File: config.mk
export PLATFORM = sky130hd
export DESIGN_NAME = fetch_controller
export DESIGN_NICKNAME = d
export VERILOG_FILES = /design/src/rtl/fetch_controller.sv
export SDC_FILE = /design/constraint.sdc
export NUM_CORES = 1
export LEC_CHECK = 0
export BUFFER_PORTS_ARGS = -buffer_cell sky130_fd_sc_hd__buf_2
export CAP_MARGIN = 20
export CELL_PAD_IN_SITES_DETAIL_PLACEMENT = 0
export CELL_PAD_IN_SITES_GLOBAL_PLACEMENT = 1
export CORE_MARGIN = 1.5
export CORE_UTILIZATION = 43
export CTS_BUF_LIST = sky130_fd_sc_hd__clkbuf_16
export CTS_CLUSTER_SIZE = 30
export DETAILED_ROUTE_END_ITERATION = 8
export PLACE_DENSITY_LB_ADDON = 0.1
export SLEW_MARGIN = 25
export SYNTH_ARGS = -nofsm -noshare
export SYNTH_HDL_FRONTEND = slang
export SYNTH_SLANG_ARGS = --single-unit
File: constraint.sdc
create_clock -name clk -period 5.9 [get_ports clk]
set_input_delay 0.59 -clock clk [delete_from_list [all_inputs] [get_ports clk]]
set_output_delay 0.59 -clock clk [all_outputs]
set_load 0.02 [all_outputs]
File: src/rtl/fetch_controller.sv
// fetch_controller: IF-stage sequencer owning the PC, the req/ack imem port,
// the IF/ID output registers and a one-entry skid buffer for freeze.
module fetch_controller #(
    parameter int unsigned       ADDR_W   = 32,
    parameter int unsigned       INSTR_W  = 32,
    parameter int unsigned       PC_STEP  = 4,
    parameter logic [ADDR_W-1:0] RESET_PC = '0
) (
    input  logic               clk,
    input  logic               rst,
    input  logic               freeze,
    input  logic               branch_taken,
    input  logic [ADDR_W-1:0]  branch_addr,
    output logic               imem_req,
    output logic [ADDR_W-1:0]  imem_addr,
    input  logic               imem_ack,
    input  logic [INSTR_W-1:0] imem_rdata,
    output logic [ADDR_W-1:0]  pc_out,
    output logic [INSTR_W-1:0] instruction_memory_out,
    output logic               valid_out
);

    typedef enum logic [1:0] {
        IDLE,
        FETCH,
        HOLD
    } state_e;

    state_e             state_q;
    logic [ADDR_W-1:0]  pc_q;
    logic [ADDR_W-1:0]  pend_target_q;
    logic [ADDR_W-1:0]  pc_out_q;
    logic [INSTR_W-1:0] hold_instr_q;
    logic [INSTR_W-1:0] instr_q;
    logic               pend_q;
    logic               valid_q;
    logic [ADDR_W-1:0]  pc_inc;

    assign pc_inc = pc_q + ADDR_W'(PC_STEP);

    // Request side depends only on registered state, never on ack/freeze/branch.
    assign imem_req               = (state_q == FETCH);
    assign imem_addr              = pc_q;
    assign pc_out                 = pc_out_q;
    assign instruction_memory_out = instr_q;
    assign valid_out              = valid_q;

    always_ff @(posedge clk or posedge rst) begin
        if (rst) begin
            state_q       <= IDLE;
            pc_q          <= RESET_PC;
            pend_target_q <= '0;
            pend_q        <= 1'b0;
            hold_instr_q  <= '0;
            pc_out_q      <= '0;
            instr_q       <= '0;
            valid_q       <= 1'b0;
        end else begin
            unique case (state_q)
                IDLE: begin
                    state_q <= FETCH;
                    if (branch_taken) begin
                        pc_q <= branch_addr;
                    end
                end
                FETCH: begin
                    if (!imem_ack) begin
                        // Outstanding request keeps its address; remember the redirect.
                        if (branch_taken) begin
                            pend_q        <= 1'b1;
                            pend_target_q <= branch_addr;
                            valid_q       <= 1'b0;
                        end else if (!freeze) begin
                            valid_q <= 1'b0;
                        end
                    end else if (branch_taken || pend_q) begin
                        pc_q    <= branch_taken ? branch_addr : pend_target_q;
                        pend_q  <= 1'b0;
                        valid_q <= 1'b0;
                    end else if (freeze) begin
                        hold_instr_q <= imem_rdata;
                        state_q      <= HOLD;
                    end else begin
                        pc_out_q <= pc_inc;
                        instr_q  <= imem_rdata;
                        valid_q  <= 1'b1;
                        pc_q     <= pc_inc;
                    end
                end
                HOLD: begin
                    if (branch_taken) begin
                        pc_q    <= branch_addr;
                        valid_q <= 1'b0;
                        state_q <= FETCH;
                    end else if (!freeze) begin
                        pc_out_q <= pc_inc;
                        instr_q  <= hold_instr_q;
                        valid_q  <= 1'b1;
                        pc_q     <= pc_inc;
                        state_q  <= FETCH;
                    end
                end
                default: begin
                    state_q <= IDLE;
                end
            endcase
        end
    end

endmodule

==> impl_metrics.toml <==
[finish]
total_number_of_nets_in_the_final_design = 1027
final_area_um2 = 9950
final_util = 0.515
post_route_cells_drive_above_1_share = 0.304
layout.filler_cells = 1805
syn_to_final_growth_pct = 18.0
regArea_um2 = 4100
antenna_cells = 0
total_area_of_multi_input_combinational_cells_um2 = 3990

[synth]
synth.distinct_cells = 66
synth_area_per_cell_um2 = 10.2
ys.warnings.count = 0
yosys_most_used_dff = "sky130_fd_sc_hd__dfrtp_1"
synth_enable_flop_cells = 0
synth_cells = 827
postSynth.asyncResetShare = 1.00
synth.ff_latch_count = 164
sequential_area_share_after_synthesis = 0.487
synth_fp_nets = 901
netlist_area_um2 = 8430

[status]
run_status = "finished clean"

[grt]
grt_antenna_before_repair = 1
groute.usage.overall = 0.233
grt_pass1_wl_mm = 37.0
grt_pass1_vias = 7129
global_route.overflow_total = 0
grt_max_degree = 109

[power_and_ir_drop]
p_leak_uw = 0.00430
ir_worst_vdd_v = 0.000254
powerDensity_nw_per_um2 = 572

[floorplan]
dieHeight_um = 143
fp.dieArea_um2 = 20500
coreArea_um2 = 19300
placement_rows = 51
die_outline_width_um = 143
initial_core_util = 0.436
io-pin-count = 167

[detailed_routing]
dr.max_layer_used = "met5"
length_of_routed_met3_wiring_mm = 1.53
postRouteAntennaNets = 0
routed-wl-met2_mm = 11.4
routed_wl_mm = 23.0
routed_wire_length_per_instance_um = 18.7
drc_errors = 0
met1_length_mm = 9.72
detailedRoute.firstPassIterationCount = 5
routed-via-count = 6969
drt-initial-drc-count = 419
detail_route.vias_per_cell = 5.66

[clock_network]
cts-htree-levels = 4
cts-root-buf = "sky130_fd_sc_hd__clkbuf_16"
tritoncts = "done"
post_cts.resized_instances = 0
clkSlewWorstSetupHoldPaths_ns = 0.07
cts_setup_buffers = 0
ctsHoldBuffers = 0
clk_path_buf_depth = 2
clock-sinks = 164
clk-insertion-delay-late_ns = 0.43
tritoncts.num_buffers = 17

[timing]
worst_slew_pin_slew_ns = 0.932
timing.fmax_mhz = 314
final_hold_viol_count = 0
final.min_clock_period_ns = 3.18
grt_setup_unrepaired = "false"
timing.final.crit_share = 0.540
final-setup-viol-count = 0
timing.final.max_slew_violations = 0
fin_worst_skew_ns = 0.00847
tns_ns = 0
slew_headroom = 0.378

[setup_path]
worst_ep_arrival_time_ns = 3.51
crit_fanout = 36
worstSetupPathType = "flip-flop to flip-flop"
setup.worst_path.end_class = "flip-flop"
setup.worst_path.start_class = "flip-flop"
required_time_of_the_worst_setup_path_ns = 6.22

[placed_design]
place.port_buffers = 166
placement.cell_area_um2 = 9380
hpwl_mm = 15.5
gp_congestion = 0.837

[min_path]
min-delay-path-class = "primary input to asynchronous set/reset pin"

[flow_run]
maxCapViolations = 0
==> placed cells by master (no fill, tap or decap), types with 6 or more instances in the layout <==
master	count
sky130_fd_sc_hd__a21oi_1	50
sky130_fd_sc_hd__a221o_1	6
sky130_fd_sc_hd__a221oi_1	7
sky130_fd_sc_hd__a22o_1	8
sky130_fd_sc_hd__a22oi_1	15
sky130_fd_sc_hd__and3_1	9
sky130_fd_sc_hd__buf_2	166
sky130_fd_sc_hd__buf_4	10
sky130_fd_sc_hd__clkbuf_16	17
sky130_fd_sc_hd__dfrtp_1	164
sky130_fd_sc_hd__inv_1	12
sky130_fd_sc_hd__inv_8	6
sky130_fd_sc_hd__mux2_2	67
sky130_fd_sc_hd__mux2i_1	35
sky130_fd_sc_hd__nand2_1	63
sky130_fd_sc_hd__nand3_1	14
sky130_fd_sc_hd__nand4_1	15
sky130_fd_sc_hd__nor2_1	60
sky130_fd_sc_hd__nor3_1	19
sky130_fd_sc_hd__nor3b_1	7
sky130_fd_sc_hd__nor4_1	12
sky130_fd_sc_hd__o21a_1	7
sky130_fd_sc_hd__o21ai_0	66
sky130_fd_sc_hd__or3_1	7
sky130_fd_sc_hd__xnor2_1	23
sky130_fd_sc_hd__xor2_1	8
==> cell families after synthesis <==
| family | share of synthesized area |
|---|---|
| flip-flops | 0.487 |
| AND/OR/NAND/NOR | 0.151 |
| XOR/XNOR | 0.0322 |
| multiplexers | 0.131 |
| AO/OA/AOI/OAI | 0.149 |
| buffers and inverters | 0.0429 |
| adder cells (fa/ha/maj) | 0.00742 |
==> cell type report <==
type	instances	area share
tap	265	0.0333
clock buffer	17	0.0427
inverter	13	0.00566
timing repair buffer	176	0.0910
sequential	164	0.412
clock inverter	15	0.0143
multi-input combinational	581	0.401
==> per-stage QoR <==
step	hold WS [ns]	setup slack (ns)	total power, uW	instances
2_1_floorplan	0.466	0.877	3870	827
3_3_place_gp	0.460	2.89	4560	1199
3_5_place_dp	0.469	2.82	4660	1199
4_1_cts	0.379	2.81	5750	1231
5_1_grt	0.358	2.52	6120	1231
6_report	0.293	2.72	5700	1231
==> state kept, by name, indices dropped and copies added (netlist names) <==
register,flops
imem_addr,32
valid_out,1
state_q,2
instruction_memory_out,32
pend_target_q,32
pend_q,1
pc_out,32
hold_instr_q,32
==> report_power, final <==
part | internal, uW | total [uW] | switching (uW)
Clock | 559 | 1070 | 511
Combinational | 964 | 2460 | 1500
Sequential | 1690 | 2170 | 483
==> synth_stat cells, drive strengths merged (12+ instances only) <==
master / n / area (um2)
nor2: 60 / 225
a21oi: 50 / 250
mux2i: 35 / 350
nand3: 16 / 85.1
buf: 41 / 206
nor3: 23 / 130
inv: 12 / 45.0
mux2: 67 / 754
o21ai: 66 / 330
clkbuf: 28 / 106
nand4: 17 / 128
xnor2: 23 / 201
nand2: 64 / 240
a22oi: 15 / 113
nor4: 15 / 113
dfrtp: 164 / 4100
==> layer usage <==
layer,track usage,vias to the layer above
li1,-,3258
met3,0.0624,27
met5,0,-
met1,0.291,3458
met2,0.393,224
met4,0.0716,2
==> critical path, stage by stage (launching register included) <==
cell and delay [ns]:
sky130_fd_sc_hd__dfrtp_1 0.42, sky130_fd_sc_hd__inv_1 0.09, sky130_fd_sc_hd__ha_1 0.28, sky130_fd_sc_hd__buf_4 0.36, sky130_fd_sc_hd__a21bo_2 0.28, sky130_fd_sc_hd__a21oi_1 0.24
sky130_fd_sc_hd__and2_2 0.61, sky130_fd_sc_hd__buf_4 0.39, sky130_fd_sc_hd__mux2_2 0.37
==> worst paths after layout <==
check,from,endpoint,slack [ns],depth (start not counted)
worst max-delay path,state_q[0],pc_out[3],2.72,8
worst min-delay path,rst,pc_out[22],0.29,2
worst max register to register,state_q[0],pc_out[3],2.72,8
worst min register to register,instruction_memory_out[27],instruction_memory_out[27],0.48,2
max in group asynchronous,rst,imem_addr[17],4.29,3
min in group clk,imem_ack,pend_q,0.40,2
No activity file was read; power rests on OpenSTA's default activity.
